### config.mk
export PLATFORM = sky130hd
export DESIGN_NAME = bless_local_ni
export DESIGN_NICKNAME = d
export VERILOG_FILES = /design/src/rtl/bless_local_ni_pkg.sv /design/src/rtl/ni_fifo.sv /design/src/rtl/bless_local_ni.sv
export VERILOG_INCLUDE_DIRS = /design/src /design/src/rtl
export SDC_FILE = /design/constraint.sdc
export NUM_CORES = 1
export LEC_CHECK = 0
export BUFFER_PORTS_ARGS = -buffer_cell sky130_fd_sc_hd__buf_4
export CAP_MARGIN = 10
export CELL_PAD_IN_SITES_DETAIL_PLACEMENT = 1
export CELL_PAD_IN_SITES_GLOBAL_PLACEMENT = 2
export CORE_MARGIN = 5
export CORE_UTILIZATION = 41
export CTS_BUF_LIST = sky130_fd_sc_hd__clkbuf_8
export CTS_CLUSTER_DIAMETER = 120
export CTS_CLUSTER_SIZE = 40
export DETAILED_ROUTE_END_ITERATION = 12
export PLACE_DENSITY = 0.75
export SLEW_MARGIN = 40
export SYNTH_ARGS = -nofsm -noshare
export SYNTH_HDL_FRONTEND = slang
export SYNTH_SLANG_ARGS = --single-unit
### constraint.sdc
create_clock -name clk -period 2.1 [get_ports clk]
set_input_delay 0.42 -clock clk [delete_from_list [all_inputs] [get_ports clk]]
set_output_delay 0.42 -clock clk [all_outputs]
set_load 0.1 [all_outputs]
### src/rtl/global.v
// Global flit geometry shared by every NoC block.
`ifndef GLOBAL_V
`define GLOBAL_V
`define WIDTH_PORT 32
`define FLIT_VALID (`WIDTH_PORT-1)
`endif

### src/rtl/bless_local_ni_pkg.sv
// Shared flit parameters and helpers for the BLESS local network interface.
`include "global.v"

package bless_local_ni_pkg;

  localparam int FLIT_W   = `WIDTH_PORT;
  localparam int FLIT_VLD = `FLIT_VALID;

  function automatic logic [FLIT_W-1:0] set_valid(input logic [FLIT_W-1:0] f);
    logic [FLIT_W-1:0] r;
    r           = f;
    r[FLIT_VLD] = 1'b1;
    return r;
  endfunction

endpackage

### src/rtl/ni_fifo.sv
// Small synchronous FIFO; head is combinational from the read pointer.
// No internal overflow guard: the caller must only push when a slot is free or a pop frees one.
module ni_fifo #(
  parameter int WIDTH = 32,
  parameter int DEPTH = 4,
  localparam int AW   = $clog2(DEPTH),
  localparam int CW   = AW + 1
) (
  input  logic             clk_i,
  input  logic             rst_ni,
  input  logic             push_i,
  input  logic             pop_i,
  input  logic [WIDTH-1:0] din_i,
  output logic             full_o,
  output logic             empty_o,
  output logic [CW-1:0]    count_o,
  output logic [WIDTH-1:0] head_o
);

  logic [WIDTH-1:0] mem_q [DEPTH];
  logic [AW-1:0]    wr_ptr_q, wr_ptr_d;
  logic [AW-1:0]    rd_ptr_q, rd_ptr_d;
  logic [CW-1:0]    count_q, count_d;

  always_comb begin
    wr_ptr_d = wr_ptr_q;
    rd_ptr_d = rd_ptr_q;
    count_d  = count_q;
    if (push_i) wr_ptr_d = wr_ptr_q + 1'b1;
    if (pop_i)  rd_ptr_d = rd_ptr_q + 1'b1;
    case ({push_i, pop_i})
      2'b10:   count_d = count_q + 1'b1;
      2'b01:   count_d = count_q - 1'b1;
      default: count_d = count_q;
    endcase
  end

  always_ff @(posedge clk_i or negedge rst_ni) begin
    if (!rst_ni) begin
      wr_ptr_q <= '0;
      rd_ptr_q <= '0;
      count_q  <= '0;
    end else begin
      wr_ptr_q <= wr_ptr_d;
      rd_ptr_q <= rd_ptr_d;
      count_q  <= count_d;
    end
  end

  // Storage is deliberately not reset; validity is tracked by count_q alone.
  always_ff @(posedge clk_i) begin
    if (push_i) mem_q[wr_ptr_q] <= din_i;
  end

  assign head_o  = mem_q[rd_ptr_q];
  assign count_o = count_q;
  assign full_o  = (count_q == CW'(DEPTH));
  assign empty_o = (count_q == '0);

endmodule

### src/rtl/bless_local_ni.sv
// Local NI for a bufferless router: queues core flits for injection when a router slot frees,
// buffers ejected flits for the core; 1-cycle registered injection, ejection drops when full.
`include "global.v"

module bless_local_ni
  import bless_local_ni_pkg::*;
#(
  parameter int DEPTH        = 4,
  parameter int STARVE_LIMIT = 16
) (
  input  logic                   clk,
  input  logic                   reset,
  input  logic [`WIDTH_PORT-1:0] core_flit,
  input  logic                   core_valid,
  output logic                   core_ready,
  input  logic                   inject_ok,
  output logic [`WIDTH_PORT-1:0] dinLocal,
  input  logic [`WIDTH_PORT-1:0] doutLocal,
  output logic [`WIDTH_PORT-1:0] eject_flit,
  output logic                   eject_valid,
  input  logic                   eject_ready,
  output logic                   starve,
  output logic                   eject_overflow,
  output logic [7:0]             drop_count
);

  localparam int CW = $clog2(DEPTH) + 1;
  localparam int SW = $clog2(STARVE_LIMIT + 1);

  logic              inj_push, inj_pop, inj_full, inj_empty;
  logic [CW-1:0]     inj_count;
  logic [FLIT_W-1:0] inj_head;
  logic              ej_in_vld, ej_push, ej_pop, ej_full, ej_empty, ej_drop;
  logic [CW-1:0]     ej_count;

  logic [FLIT_W-1:0] din_q, din_d;
  logic [SW-1:0]     starve_cnt_q, starve_cnt_d;
  logic              ovf_q, ovf_d;
  logic [7:0]        drop_q, drop_d;

  assign core_ready = (inj_count != CW'(DEPTH));
  assign inj_push   = core_valid && core_ready;
  assign inj_pop    = !inj_empty && inject_ok;

  ni_fifo #(.WIDTH(FLIT_W), .DEPTH(DEPTH)) u_inj_fifo (
    .clk_i   (clk),
    .rst_ni  (reset),
    .push_i  (inj_push),
    .pop_i   (inj_pop),
    .din_i   (core_flit),
    .full_o  (inj_full),
    .empty_o (inj_empty),
    .count_o (inj_count),
    .head_o  (inj_head)
  );

  // A full ejection FIFO still accepts a flit when the core drains the head in the same cycle.
  assign ej_in_vld   = doutLocal[FLIT_VLD];
  assign eject_valid = (ej_count != '0);
  assign ej_pop      = eject_valid && eject_ready;
  assign ej_push     = ej_in_vld && (!ej_full || ej_pop);
  assign ej_drop     = ej_in_vld && ej_full && !ej_pop;

  ni_fifo #(.WIDTH(FLIT_W), .DEPTH(DEPTH)) u_ej_fifo (
    .clk_i   (clk),
    .rst_ni  (reset),
    .push_i  (ej_push),
    .pop_i   (ej_pop),
    .din_i   (doutLocal),
    .full_o  (ej_full),
    .empty_o (ej_empty),
    .count_o (ej_count),
    .head_o  (eject_flit)
  );

  logic unused_fifo_status;
  assign unused_fifo_status = inj_full ^ ej_empty;

  always_comb begin
    din_d        = '0;
    starve_cnt_d = starve_cnt_q;
    ovf_d        = ovf_q;
    drop_d       = drop_q;
    if (inj_pop) din_d = set_valid(inj_head);
    if (inj_pop || inj_empty) begin
      starve_cnt_d = '0;
    end else if (starve_cnt_q != SW'(STARVE_LIMIT)) begin
      starve_cnt_d = starve_cnt_q + 1'b1;
    end
    if (ej_drop) begin
      ovf_d = 1'b1;
      if (drop_q != 8'hFF) drop_d = drop_q + 8'd1;
    end
  end

  always_ff @(posedge clk or negedge reset) begin
    if (!reset) begin
      din_q        <= '0;
      starve_cnt_q <= '0;
      ovf_q        <= 1'b0;
      drop_q       <= '0;
    end else begin
      din_q        <= din_d;
      starve_cnt_q <= starve_cnt_d;
      ovf_q        <= ovf_d;
      drop_q       <= drop_d;
    end
  end

  assign dinLocal       = din_q;
  assign starve         = (starve_cnt_q == SW'(STARVE_LIMIT));
  assign eject_overflow = ovf_q;
  assign drop_count     = drop_q;

endmodule

==> impl_results.md, run 1 <==
- Top Usage Layer GRT: met2
- Unrepaired setup endpoints after global routing: yes
- Final Core Density: 50.9%
- Area growth from synthesis to layout: 21.8%
- Count leader, synth: edfxtp_1
- Max Clock Freq: 406 MHz
- Synth Flop Type: edfxtp_1
- Final WL: 23800 um
- Yosys reg bits: 312
- Vias in the first global route: 6382
- DR WL/cell: 21.3 um
- Final Worst Setup Slack: -360 ps
- Cell Area, Synth: 0.0117 mm^2
- Total grt overflow: 0
- Largest net degree at the start of global routing: 42
- Core area: 0.0279 mm^2
- Top Ports: 145
- Initial Utilization: 41.8%
- Tightest Pin Transition: 421 ps
- DR vias: 5680
- Worst-path cell with the longest stage delay: mux4_2
- Crit-path leading delay family: multiplexers
- CTS tree: yes
- Final setup vio count: 32
- Status: finished with violations
- Nets@finish: 819
- Die Wd: 179 um
- CP endpoint kind: output pin
- Top cells by count, synth: edfxtp_1, mux4_2, dfrtp_1
- Crit Path Max Fanout: 7
- Met2 usage: 27.2%
- EDFF count, synth: 252
- WP data arrival: 2040 ps
- Syn_area_per_cell: 21.2 um^2
- Critical Path Max Stage Delay: 550 ps
- Violated checks: negative setup slack
- Slew headroom: 71.9%
- Clk_skew: 27.7 ps
- Register Area: 0.00908 mm^2
- YS warnings: 0
- Critical path buffer and inverter count: 3
- Register area share after synthesis: 77.7%
- Num CTS Buffers: 11
- Nature of the critical path startpoint: flip-flop
- Tmin final: 2460 ps
- Total GRT Usage: 14.9%
- DRT Pass-1 Iters: 7
- Top post-synthesis cells by area: edfxtp_1, dfrtp_1, mux4_2
- FFs w/ async S/R, synth: 19.2%
- Min-Delay Path Class: in -> reg
- Dpl hpwl: 15300 um
- Met1 Usage GRT: 18.1%
- Leading area contributor after synthesis: edfxtp_1
- Critical path required time: 1680 ps
- Mapped Cells: 552
- Final slew viol count: 0
- Critical Path, Cell by Cell: buf_6 -> buf_12 -> mux4_2 -> buf_8
- H-tree Lvls: 1
- Die height: 179 um
- Multi-input logic area: 0.00253 mm^2
- Num rows: 61
- IO buf count: 143
- Die Footprint: 0.0319 mm^2
- Layout cells sized above 1: 39.1%
- Clock Path Buffers: 3
- Met3 Usage GRT: 3.63%
- Iter 0 DRT Violations: 263
- Synth cell types: 43
- Hold_ws: 35.4 ps
- DP Area: 0.0135 mm^2
- Clk sinks: 312
- Root buffer cell: clkbuf_8
- CP Class: reg -> out
- First-pass GRT wire length: 36600 um
- Via density: 5.08
- Final Cell Area: 0.0142 mm^2
- Max-cap violations: 0
- RePlAce Congestion: 0.711
- Clk_lat worst skew: 560 ps
- Post-synth net total: 635
- Final Hold Violating Endpoints: 0
- Clock-pin slew on the worst setup and hold paths: 220 ps
- Remaining antenna violation count: 0
- Tcrit/Tclk final: 117%
- Residual DRC count: 0
- Synth top area share: 64.8%
- Filler cells: 2553
- Initial antenna violation count: 2
-- per-stage QoR --
| stage | TNS, ps | worst slack (ps) | std cells |
|---|---|---|---|
| CTS | -12470 | -422 | 1109 |
| finish | -10350 | -360 | 1119 |
| detailed placement | 0 | 87.0 | 1074 |
| global route | -14330 | -492 | 1119 |
| floorplan | -8.54 | -8.54 | 552 |
| global placement | 0 | 130 | 1074 |
-- kinds of logic (layout without fill, tap and decap cells) --
group,count (synthesis),in the layout,synth area share [%]
mux,70,70,12.8
buf+inv,34,222,1.29
flops,312,312,77.7
xor+xnor,16,16,1.20
fa+ha+maj,14,14,1.63
other cells,0,1,0
simple gates,89,89,4.48
compound gates,17,17,0.922
-- what timing repair did --
item	in CTS	in global routing
cloned	3	0
endpoints found under the hold margin	41	20
resized for setup	60	9
pin swaps	2	1
endpoints found under the setup margin	34	35
buffers inserted	10	3
hold buffers	6	7
-- routing by layer --
layer / wire length, um / vias up
met1: 9390 / 2991
met4: 425 / 2
li1: - / 2524
met2: 12500 / 142
met3: 1550 / 21
met5: 13 / -
-- final timing paths --
check | from | end | slack (ps) | cells past startpoint
hold reg to reg | eject_overflow | eject_overflow | 500 | 1
min in group asynchronous | reset | u_inj_fifo.wr_ptr_q[0] | 290 | 2
max in group asynchronous | reset | dinLocal[15] | 1020 | 3
setup reg to reg | u_ej_fifo.count_o[2] | u_ej_fifo.count_o[1] | 120 | 7
hold / removal | core_flit[7] | u_inj_fifo.mem_q[1][7] | 40 | 1
setup / recovery | u_ej_fifo.rd_ptr_q[0] | eject_flit[10] | -360 | 4
-- area by class of cell --
class,instances,area share (%)
sequential,312,63.8
multi-input combinational,206,17.8
timing repair buffer,191,13.4
tap,378,3.33
clock buffer,11,1.06
inverter,14,0.369
clock inverter,6,0.194
antenna,1,0.0176
-- layout by cell type (no fill, tap or decap), types with 3 or more instances in the layout --
master,netlist,layout
and2_1,35,34
and3_1,10,6
and3_2,0,4
buf_12,0,21
buf_16,0,3
buf_4,2,125
buf_6,1,26
buf_8,0,3
clkbuf_8,0,11
dfrtp_1,60,53
dfrtp_2,0,7
dlygate4sd3_1,0,13
edfxtp_1,252,252
ha_1,12,10
inv_1,14,13
inv_2,0,6
mux2_2,3,3
mux4_2,63,63
nand2_1,11,9
nand3_1,9,8
nor2_1,7,7
o21ai_0,5,4
xnor2_1,10,10
xor2_1,6,6
-- sequential cells by signal, indices dropped and copies added, names as in the netlist --
signal               flops
u_ej_fifo.mem_q        128
u_inj_fifo.mem_q       124
dinLocal                32
drop_count               8
starve_cnt_q             5
u_ej_fifo.count_o        3
u_inj_fifo.count_o       3
u_ej_fifo.rd_ptr_q       2
u_ej_fifo.wr_ptr_q       2
u_inj_fifo.rd_ptr_q      2
u_inj_fifo.wr_ptr_q      2
eject_overflow           1
-- worst reg2reg max path, stage by stage (launching register included) --
cell	delay, ps
dfrtp_1	430
or3_4	420
nand2_2	80
or2_2	110
fa_1	440
a211oi_2	160
o21ai_1	90
a22oi_1	190
Power of run 1 is not shown: default switching activity piles up to over one toggle a cycle in this logic, so the estimate is an artifact.
==> run 2: changes to the inputs <==
--- a/config.mk
+++ b/config.mk
@@ -6,6 +6,7 @@
 export SDC_FILE = /design/constraint.sdc
 export NUM_CORES = 1
 export LEC_CHECK = 0
+export ABC_CLOCK_PERIOD_IN_PS = 2100
 export BUFFER_PORTS_ARGS = -buffer_cell sky130_fd_sc_hd__buf_4
 export CAP_MARGIN = 10
 export CELL_PAD_IN_SITES_DETAIL_PLACEMENT = 1
@@ -16,6 +17,7 @@
 export CTS_CLUSTER_DIAMETER = 120
 export CTS_CLUSTER_SIZE = 40
 export DETAILED_ROUTE_END_ITERATION = 12
+export MAX_ROUTING_LAYER = met4
 export PLACE_DENSITY = 0.75
 export SLEW_MARGIN = 40
 export SYNTH_ARGS = -nofsm -noshare
==> impl_results.md, run 2 (synthesized netlist as in run 1, its figures left out) <==
- Num CTS Buffers: 11 (unchanged)
- Min-Delay Path Class: in -> reg
- Largest register FFs: 128 (unchanged)
- Violated checks: negative setup slack
- Initial Utilization: 41.8% (unchanged)
- Final setup vio count: 32 (unchanged)
- Critical Path, Cell by Cell: buf_6 -> buf_12 -> mux4_2 -> buf_8
- Initial antenna violation count: 2 (unchanged)
- H-tree Lvls: 1 (unchanged)
- DRT Pass-1 Iters: 6 (-1)
- Residual DRC count: 0 (unchanged)
- Most common cell after layout, fill and taps aside: edfxtp_1
- Clk sinks: 312 (unchanged)
- Total grt overflow: 0 (unchanged)
- Unrepaired setup endpoints after global routing: yes
- Final std cells w/o fill: 1118 (-0.089%)
- Status: finished with violations
- First-pass GRT wire length: 36600 um (about the same)
- Iter 0 DRT Violations: 266 (+1.1%)
- Top Ports: 145 (unchanged)
- Dpl hpwl: 15300 um (unchanged)
- Critical Path Max Stage Delay: 560 ps (about the same)
- Total GRT Usage: 15.4% (+0.45 points)
- Remaining antenna violation count: 0 (unchanged)
- Nature of the critical path startpoint: flip-flop
- Tmin final: 2470 ps (+12.9 ps)
- Crit Path Max Fanout: 7 (unchanged)
- Max Clock Freq: 404 MHz (-0.52%)
- Worst-path cell with the longest stage delay: mux4_2
- Via density: 5.07 (about the same)
- Register Area: 0.00908 mm^2 (unchanged)
- Root buffer cell: clkbuf_8
- Max-cap violations: 0 (unchanged)
- DR vias: 5673 (-0.12%)
- Tcrit/Tclk final: 118% (+0.61 points)
- Clk_skew: 24.2 ps (-3.50 ps)
- Critical path required time: 1680 ps (about the same)
- IO buf count: 143 (unchanged)
- Most flop-heavy register: u_ej_fifo.mem_q
- Most frequent cells in the layout: edfxtp_1, buf_4, mux4_2
- Multi-input logic area: 0.00253 mm^2 (unchanged)
- Die Wd: 179 um (unchanged)
- Clk_lat worst skew: 560 ps (about the same)
- Die Footprint: 0.0319 mm^2 (unchanged)
- CP endpoint kind: output pin
- Clock Path Buffers: 3 (unchanged)
- Nets@finish: 817 (-0.24%)
- Final WL: 23900 um (+0.12%)
- WP data arrival: 2050 ps (about the same)
- Final slew viol count: 0 (unchanged)
- Slew headroom: 71.9% (-0.082 points)
- Placed insts: 1074 (unchanged)
- Tightest Pin Transition: 422 ps (+1.23 ps)
- Vias in the first global route: 6383 (+0.016%)
- CP Class: reg -> out
- Final Worst Setup Slack: -373 ps (-12.9 ps)
- Largest net degree at the start of global routing: 42 (unchanged)
- Clock-pin slew on the worst setup and hold paths: 220 ps (about the same)
- Filler cells: 2552 (-0.039%)
- Final Cell Area: 0.0142 mm^2 (-0.12%)
- Hold_ws: 37.9 ps (+2.48 ps)
- Sum Neg Setup Slack: -10380 ps (-29.2 ps)
- CTS tree: yes
- DR WL/cell: 21.4 um (+0.21%)
- Final Hold Violating Endpoints: 0 (unchanged)
- Num rows: 61 (unchanged)
- Layout cells sized above 1: 39.2% (+0.11 points)
- Core area: 0.0279 mm^2 (unchanged)
- Area growth from synthesis to layout: 21.7%
- Die height: 179 um (unchanged)
- DP Area: 0.0135 mm^2 (unchanged)
- RePlAce Congestion: 0.720 (+1.1%)
run 2: repair_timing:
item,CTS,global route
gates resized for setup,60,9
gates cloned,3,0
pin swaps,2,1
endpoints found under the hold margin,41,19
hold buffers,6,5
endpoints found under the setup margin,34,35
buffers inserted,10,3
run 2: layer usage:
layer  wire, um  track usage (%)  vias up  share of wire (%)
met3       1520             3.40       20                6.4
met4        427             3.04        0                1.8
met5          0                -        -                  0
li1           -                -     2522                  -
met1       9430             18.2     2977                 40
met2      12500             27.3      154                 52
run 2: worst max-delay path, delay by kind of cell, from the launching register on:
family,cells,cell delay (ps)
muxes,1,560
buffers and inverters,3,480
DFF,1,440
run 2: path summary, 6_finish.rpt:
kind	start	to	slack, ps	cells after the start
hold reg to reg	eject_overflow	eject_overflow	500	1
hold / removal	core_flit[7]	u_inj_fifo.mem_q[1][7]	40	1
setup reg to reg	u_ej_fifo.count_o[2]	u_ej_fifo.count_o[1]	120	7
setup / recovery	u_ej_fifo.rd_ptr_q[0]	eject_flit[10]	-370	4
max in group asynchronous	reset	dinLocal[18]	1030	3
min in group asynchronous	reset	u_inj_fifo.wr_ptr_q[0]	290	2
run 2: layout make-up:
| cell class | count | share of cell area, % |
|---|---|---|
| flip-flops and latches | 312 | 63.9 |
| multi-input cells | 206 | 17.8 |
| repair buffers | 189 | 13.3 |
| well taps | 378 | 3.33 |
| clock buffers | 11 | 1.07 |
| inverters | 14 | 0.370 |
| clock inverters | 6 | 0.194 |
| diodes | 2 | 0.0352 |
run 2: through the flow:
stage | worst slack [ps] | util [%]
finish | -373 | 50.9
global route | -492 | 50.9
CTS | -422 | 50.5
detailed placement | 87.0 | 48.3
global placement | 130 | 48.3
floorplan | -8.54 | -
Power of run 2 is left out for the same reason.
